### config.mk
export PLATFORM = sky130hd
export DESIGN_NAME = fip_32_to_float
export DESIGN_NICKNAME = d
export VERILOG_FILES = /design/src/rtl/fip_32_to_float.sv
export SDC_FILE = /design/constraint.sdc
export NUM_CORES = 1
export LEC_CHECK = 0
export CELL_PAD_IN_SITES_DETAIL_PLACEMENT = 0
export CELL_PAD_IN_SITES_GLOBAL_PLACEMENT = 2
export CORE_UTILIZATION = 33
export CTS_BUF_LIST = sky130_fd_sc_hd__clkbuf_8
export DETAILED_ROUTE_END_ITERATION = 10
export GPL_ROUTABILITY_DRIVEN = 0
export MAX_ROUTING_LAYER = met4
export PLACE_DENSITY = 0.95
export SYNTH_ARGS = -nofsm -noshare
export SYNTH_HDL_FRONTEND = slang
export SYNTH_SLANG_ARGS = --single-unit
### constraint.sdc
create_clock -name i_clk -period 3.39 [get_ports i_clk]
set_clock_uncertainty 0.15 [all_clocks]
set_input_delay 0.339 -clock i_clk [delete_from_list [all_inputs] [get_ports i_clk]]
set_output_delay 0.339 -clock i_clk [all_outputs]
set_load 0.01 [all_outputs]
### src/rtl/fip_32_to_float.sv
// fip_32_to_float
//   Converts a signed Q(32-FRA_BITS).FRA_BITS fixed-point word into an
//   IEEE-754 single-precision float. It takes the magnitude, then shifts it
//   left one bit per cycle until the MSB is set, then rounds the result to
//   nearest with ties to even and packs it.
//
// Ports
//   i_clk    system clock
//   i_rstn   synchronous active-low reset; aborts any conversion in flight
//   i_en     start strobe, sampled only while idle
//   i_x      signed fixed-point operand, sampled on the accepting edge
//   o_z      float result {sign, exp[7:0], frac[22:0]}, held until the next o_valid
//   o_busy   high while a conversion is in flight
//   o_valid  one-cycle pulse when o_z holds a new result
module fip_32_to_float #(
  parameter int unsigned FRA_BITS = 16
) (
  input  logic        i_clk,
  input  logic        i_rstn,
  input  logic        i_en,
  input  logic [31:0] i_x,
  output logic [31:0] o_z,
  output logic        o_busy,
  output logic        o_valid
);

  typedef enum logic [1:0] {
    IDLE = 2'd0,
    NORM = 2'd1,
    PACK = 2'd2
  } state_e;

  // The exponent of a magnitude whose MSB sits at bit 31 after lz shifts is
  // (31 - lz) - FRA_BITS + 127. This folds the constant terms together.
  localparam logic [8:0] EXP_BASE = 9'(158 - FRA_BITS);

  state_e      state_q, state_d;
  logic        sign_q, sign_d;
  logic [31:0] mag_q, mag_d;
  logic [4:0]  lz_q, lz_d;
  logic [31:0] z_q, z_d;
  logic        busy_q, busy_d;
  logic        valid_q, valid_d;

  logic [8:0]  exp_s;
  logic        round_up_s;
  logic [30:0] em_rnd_s;

  // Rounding and packing of the normalised magnitude (used only in PACK).
  always_comb begin
    exp_s      = EXP_BASE - {4'd0, lz_q};
    // Guard bit set, and either a sticky bit or an odd LSB: ties go to even.
    round_up_s = mag_q[7] & ((|mag_q[6:0]) | mag_q[8]);
    // Adding across the whole {exp, mant} field means an all-ones mantissa
    // wraps to zero and its carry bumps the exponent.
    em_rnd_s   = {exp_s[7:0], mag_q[30:8]} + {30'd0, round_up_s};
  end

  // Next-state and datapath updates for the IDLE/NORM/PACK sequencer.
  always_comb begin
    state_d = state_q;
    sign_d  = sign_q;
    mag_d   = mag_q;
    lz_d    = lz_q;
    z_d     = z_q;
    busy_d  = busy_q;
    valid_d = 1'b0;
    case (state_q)
      IDLE: begin
        if (i_en) begin
          sign_d  = i_x[31];
          // Two's-complement negate. 0x80000000 maps onto itself, and read as
          // unsigned that is exactly its magnitude.
          mag_d   = i_x[31] ? (~i_x + 32'd1) : i_x;
          lz_d    = 5'd0;
          busy_d  = 1'b1;
          state_d = NORM;
        end else begin
          state_d = IDLE;
        end
      end
      NORM: begin
        if (mag_q == 32'd0) begin
          // Zero always encodes as +0. The sign is dropped.
          z_d     = 32'd0;
          valid_d = 1'b1;
          busy_d  = 1'b0;
          state_d = IDLE;
        end else if (!mag_q[31]) begin
          mag_d   = {mag_q[30:0], 1'b0};
          lz_d    = lz_q + 5'd1;
          state_d = NORM;
        end else begin
          state_d = PACK;
        end
      end
      PACK: begin
        z_d     = {sign_q, em_rnd_s};
        valid_d = 1'b1;
        busy_d  = 1'b0;
        state_d = IDLE;
      end
      default: begin
        busy_d  = 1'b0;
        state_d = IDLE;
      end
    endcase
  end

  // State and output registers with synchronous active-low reset.
  always_ff @(posedge i_clk) begin
    if (!i_rstn) begin
      state_q <= IDLE;
      sign_q  <= 1'b0;
      mag_q   <= 32'd0;
      lz_q    <= 5'd0;
      z_q     <= 32'd0;
      busy_q  <= 1'b0;
      valid_q <= 1'b0;
    end else begin
      state_q <= state_d;
      sign_q  <= sign_d;
      mag_q   <= mag_d;
      lz_q    <= lz_d;
      z_q     <= z_d;
      busy_q  <= busy_d;
      valid_q <= valid_d;
    end
  end

  assign o_z     = z_q;
  assign o_busy  = busy_q;
  assign o_valid = valid_q;

endmodule

==> results of run 1 <==
-- where the power goes --
part | total [mW] | internal, mW | leakage, nW | switching [mW]
Clock | 0.663 | 0.323 | 0.0944 | 0.340
Combinational | 0.482 | 0.209 | 1.18 | 0.273
Sequential | 1.02 | 0.920 | 0.603 | 0.103
-- Yosys cell counts (8+ instances only) --
master,instances,share of area
clkbuf_1,50,0.040
nor3_1,23,0.025
o21ai_0,36,0.038
or3_1,13,0.017
inv_1,12,0.0096
o41ai_1,9,0.017
nand2_1,43,0.034
xnor2_1,19,0.035
xor2_1,16,0.030
dfxtp_1,74,0.32
nand2b_1,9,0.012
a21oi_1,48,0.051
nor2_1,34,0.027
o21a_1,10,0.016
o31ai_1,9,0.014
nand4_1,12,0.016
nand3_1,24,0.026
o31a_1,8,0.015
nor4_1,28,0.037
a22oi_1,17,0.027
-- cell usage in the layout (no fill, tap or decap), drive strengths merged, types with 13 or more instances in the layout --
cell type,netlist,final
dfxtp,74,74
clkdlybuf4s50,0,68
a21oi,48,48
nand2,43,43
o21ai,37,37
nor2,34,34
nor4,28,28
nand3,24,24
nor3,23,23
buf,9,20
xnor2,19,19
a22oi,17,17
xor2,16,16
or3,13,13
inv,13,13
-- flip-flops by register name, indices dropped and copies added (netlist names) --
name	cells
mag_q	32
lz_q	5
o_z	32
o_valid	1
o_busy	1
state_q	2
sign_q	1
-- metal layers --
layer | wire length, µm | share of wire
met1 | 6885 | 0.48
met2 | 6343 | 0.44
met3 | 818 | 0.057
met4 | 233 | 0.016
met5 | 0 | 0
-- area by class of cell --
| cell class | count | area [µm²] | share of cell area |
|---|---|---|---|
| Clock buffer | 12 | 165.2 | 0.02890 |
| Clock inverter | 4 | 25.02 | 0.004379 |
| Inverter | 13 | 48.80 | 0.008540 |
| Multi-Input combinational cell | 458 | 2938 | 0.5141 |
| Sequential cell | 74 | 1481 | 0.2593 |
| Tap cell | 180 | 225.2 | 0.03941 |
| Timing Repair Buffer | 88 | 830.8 | 0.1454 |
-- critical path: cells and delay by family --
family                    cells  cell delay [ns]
and+or+nand+nor               2             1.20
AOI/OAI and AO/OA             2             0.82
xor gates and xnor gates      1             0.11
buffers and inverters         1             0.44
-- worst paths after layout --
kind | to | slack [ns] | cells past startpoint
setup reg to reg | o_z[24] | 0.74 | 7
hold / removal | o_z[22] | 0.30 | 2
hold reg to reg | o_z[22] | 0.30 | 2
setup / recovery | mag_q[28] | 0.58 | 6
-- metrics by stage --
step	setup WS, ns	utilization	hold slack (ns)
finish	0.5783	0.4117	0.3014
global route	0.4191	0.4117	0.3302
CTS	0.5738	0.4117	0.3050
detailed placement	0.1886	0.3980	0.2955
global placement	0.2133	0.3980	0.2895
floorplan	0.7953	-	0.2860
-- kinds of logic after synthesis --
group           after synthesis
compound gates              183
xor+xnor                     35
fa+ha+maj                     7
buf+inv                      72
flops                        74
mux                           9
simple gates                224
==> implementation parameters, run 1 <==
Parameter                              Value

Status
  Run status ... finished, final reports clean

Timing
  Relative slew slack ... 0.3467
  Transition at the pin with the smallest max-transition slack ... 0.9800 ns
  Final count of pins violating max slew ... 0
  Endpoints failing hold ... 0
  Final period demand of the worst path ... ~2.8 ns
  Highest attainable clock frequency ... 355.7 MHz
  Sum of negative setup slack ... 0 ns
  Endpoints failing setup ... 0
  Share of the cycle needed by the critical path after routing ... 0.8294
  RSZ-0062 raised after global routing ... false

Global routing
  Vias in the first global route ... 4444
  Overall overflow remaining after global route ... 0
  Met3 routing resource usage after global routing ... 0.02538
  Met2 Track Usage GR ... 0.3093
  Met1 track demand over resource in global routing ... 0.2733
  Antenna violations before repair ... 0
  First-pass GRT wire length ... 22.76 mm
  Busiest layer in global routing ... met2
  Pin count of the biggest net entering global routing ... 56
  Aggregate global-route resource usage ... 0.2020

Finish
  Antenna Diode Count ... 0
  Filler Cell Count ... between 1k and 1.5k
  Area grow syn2layout ... 21.79%
  Layout cells sized above 1 ... 0.08012
  Post-route non-filler standard cell count ... between 800 and 900
  Layout Nets ... a little under 700
  Summed area of non-filler cells in the final layout ... 0.005714 mm²

Detailed routing
  First-pass detailed-route iteration total ... 5
  Total detailed-routing wirelength ... roughly 14 mm
  DRC ... 0
  1st-iter DRT viols ... 389
  Routed len/inst ... approximately 17 µm
  Antenna-violating nets left ... 0
  Routed via count ... 4796
  Routed via count divided by cell count ... 5.785

Clocking
  Sink Count ... 74
  Number of buffers inserted during clock tree synthesis ... 9
  CTS clk-pin slew, worst paths ... 0.08 ns
  Clock insertion delay at the later pin of the skew report ... between 0.3 and 0.4 ns
  H-tree lvl count ... 3
  Count of hold-fix buffers inserted at cts ... 0
  Clock Tree Buf Depth ... 2
  CTS tree ... done
  Gates resized, CTS repair ... 0
  Setup Buffers After CTS ... 0
  Cell at the root of the clock tree ... clkbuf_8

Worst hold path
  Tightest Hold Check Type ... reg2reg
  Worst Hold Launch ... o_z[22]

Die
  # IOs ... between 60 and 70
  Core ar. ... 0.01388 mm²
  Chip width ... ~120 µm
  Die Span Y ... 121.2 µm
  Area enclosed by the die boundary ... roughly 0.015 mm²
  Num rows ... 43
  Initial Utilization ... 0.3380

Logic synthesis
  Cells after Synth ... between 600 and 700
  Yosys warning count ... 0
  Number of enable flip-flop cells after synthesis ... 0
  Number of distinct library cells after synthesis ... 57
  Share of the synthesized area in compound gates (AO/OA/AOI/OAI) ... 0.2672
  Post-synthesis async set-or-reset flop share ... 0
  Portion of the post-synthesis area used by sequential elements ... 0.3157
  Main combinational cell family by area after synthesis ... compound AO/OA/AOI/OAI gates
  XOR/XNOR share of the synthesized area ... 0.06533
  Mean cell area of the mapped netlist ... 7.768 µm²
  Area of the mapped netlist ... between 0.004 and 0.005 mm²
  Synth Flop Type ... dfxtp_1
  Post-Synthesis Net Count ... between 600 and 700
  Synth Area in Adders ... 0.01867
  Area fraction in and, or, nand and nor cells after synthesis ... 0.2536
  Synthesis-stage register bit count ... 74
  Mux share of post-synthesis cell area ... 0.01973

Critical path
  Path type of the worst setup path ... in2reg
  Master of the slowest instance on the critical path ... or4_1
  R2r startpoint ... mag_q[8]
  Kind of start point of the critical path ... input pin
  Critical path required time ... ~3.5 ns
  CP Capture Type ... flip-flop
  CP arrival ... approximately 2.9 ns
  Highest cell delay on the worst timing path ... about 0.64 ns
  Launch point of the worst path ... i_x[8]
  Peak fanout along the critical path ... 10
  Cell-by-cell listing of the critical path ... clkdlybuf4s50_1 > or4_1 > or3_1 > o41ai_1 > xor2_1 > a2111oi_0

Placement
  Placed wire-length estimate ... a little over 10 mm
  Count of input and output buffers ... 68
  Post-place instance area ... 0.005524 mm²
  # placed instances ... between 800 and 900

Pwr
  Largest vdd supply drop ... between 0.1 and 0.15 mV
  Ratio of total power to cell area ... roughly 380 mW/mm²
  Total leakage power ... about 1.9 nW
  Power Total ... roughly 2.2 mW

Flow run
  Max-cap check violation count ... 0
(Power assumes the default switching activity.)
==> inputs of run 2 (changes only) <==
clock period = 2.8 ns   (was 3.39 ns; I/O delays follow)
==> implementation parameters, run 2 (synthesis gave the netlist of run 1 again) <==
Parameter                              Value

Pwr
  Total leakage power ... roughly 2 nW
  Largest vdd supply drop ... 0.2195 mV
  Power Total ... 2.662 mW
  Ratio of total power to cell area ... 451.3 mW/mm²

Finish
  Post-route non-filler standard cell count ... around 850
  Top library cells by usage in the layout, fill and taps aside ... dfxtp_1, clkdlybuf4s50_1, a21oi_1, nand2_1, buf_4
  Most common library cell in the layout ignoring fill and taps ... dfxtp_1
  Final design utilization ... 0.4249
  Antenna Diode Count ... 0
  Area of the multi-input gates ... a little under 0.003 mm²
  Layout cells sized above 1 ... 0.1070
  Filler Cell Count ... 1434
  Layout Nets ... 710
  Area grow syn2layout ... 25.71%
  FF/Latch Area ... roughly 0.0015 mm²

Die
  Die Span Y ... 121.2 µm
  Core ar. ... approximately 0.014 mm²
  Num rows ... 43
  Chip width ... 121.2 µm
  Area enclosed by the die boundary ... 0.01470 mm²
  Initial Utilization ... 0.3380
  # IOs ... 69

Flow run
  Max-cap check violation count ... 0

Timing
  RSZ-0062 raised after global routing ... false
  Transition at the pin with the smallest max-transition slack ... 0.7671 ns
  Final count of pins violating max slew ... 0
  Relative slew slack ... 0.4879
  Final period demand of the worst path ... 2.597 ns
  Share of the cycle needed by the critical path after routing ... 0.9273
  Endpoints failing setup ... 0
  Endpoints failing hold ... 0
  Highest attainable clock frequency ... 385.1 MHz
  Sum of negative setup slack ... 0 ns

Clocking
  H-tree lvl count ... 3
  Cell at the root of the clock tree ... clkbuf_8
  Clock insertion delay at the later pin of the skew report ... between 0.3 and 0.4 ns
  Count of hold-fix buffers inserted at cts ... 0
  Clock Tree Buf Depth ... 2
  Sink Count ... 74
  CTS clk-pin slew, worst paths ... 0.08 ns
  Number of buffers inserted during clock tree synthesis ... 9
  CTS tree ... done

Detailed routing
  Antenna-violating nets left ... 0
  1st-iter DRT viols ... ~470
  Total detailed-routing wirelength ... about 14 mm
  DRC ... 0
  Routed len/inst ... approximately 17 µm
  Routed via count divided by cell count ... around 5.8
  First-pass detailed-route iteration total ... 5
  Routed via count ... slightly below 5k

Worst hold path
  Tightest Hold Check Type ... reg2reg

Critical path
  Peak fanout along the critical path ... 7
  CP Capture Type ... flip-flop
  Kind of start point of the critical path ... input pin
  Path type of the worst setup path ... in2reg
  Critical path required time ... ~2.9 ns
  CP arrival ... 2.72 ns

Status
  Run status ... finished, final reports clean

Global routing
  First-pass GRT wire length ... about 24 mm
  Vias in the first global route ... approximately 4.6k
  Pin count of the biggest net entering global routing ... 42
  Overall overflow remaining after global route ... 0
  Antenna violations before repair ... 0
  Aggregate global-route resource usage ... 0.2107

Placement
  # placed instances ... 837
  Placed wire-length estimate ... between 10 and 15 mm
  Count of input and output buffers ... 68
[run 2: cell count changes in the layout (fill, tap and decap cells not counted)]
cell and delta:
buf_4 +23, bufinv_16 +1, buf_12 +1, a2111oi_0 -2
clkbuf_8 -3, inv_1 +4, a2111oi_1 +2, clkinvlp_4 -2
[run 2: where the power goes]
group	leakage, nW	internal, mW	total, mW	switching [mW]
registers	0.603	1.11	1.23	0.112
clock network	0.108	0.396	0.811	0.414
logic	1.30	0.276	0.626	0.350
total	2.01	1.79	2.66	0.876
[run 2: layer usage]
metal / vias to the layer above / global-route usage / wire length [µm]
li1: 2400 / - / -
met1: 2310 / 0.2815 / 6871
met2: 182 / 0.3179 / 6439
met3: 23 / 0.03008 / 831
met4: 0 / 0.08719 / 346
met5: - / - / 0
[run 2: critical path, cell delays in order]
cell and delay (ns):
clkdlybuf4s50_1 0.42, or4_1 0.57, or3_1 0.54, o31ai_2 0.30, mux2_2 0.37, o221a_2 0.24
[run 2: final cells by class]
| type | instances | share of cell area |
|---|---|---|
| timing repair buffer | 112 | 0.1735 |
| sequential | 74 | 0.2512 |
| inverter | 13 | 0.008273 |
| tap | 180 | 0.03818 |
| multi-input combinational | 458 | 0.4985 |
| clock inverter | 7 | 0.009334 |
| clock buffer | 9 | 0.02100 |
[run 2: through the flow]
stage | setup slack (ns) | hold slack (ns) | area, µm²
floorplan | 0.2643 | 0.2704 | 4692
finish | 0.2034 | 0.3017 | 5898
CTS | 0.2007 | 0.3045 | 5896
detailed placement | -0.1814 | 0.2961 | 5717
global route | 0.04319 | 0.3280 | 5898
global placement | -0.1421 | 0.2897 | 5717
[run 2: path summary, 6_finish.rpt]
| kind | slack [ns] | endpoint | from | cells past startpoint |
|---|---|---|---|---|
| max | 0.20 | mag_q[29] | i_x[8] | 6 |
| min | 0.30 | o_z[22] | o_z[22] | 2 |
| max reg2reg | 0.29 | o_z[21] | mag_q[11] | 5 |
| min reg2reg | 0.30 | o_z[22] | o_z[22] | 2 |
[run 2: what timing repair did]
item,4_1_cts,5_1_grt
setup endpoints to repair,0,2
resized for setup,0,2
buffers inserted,0,0
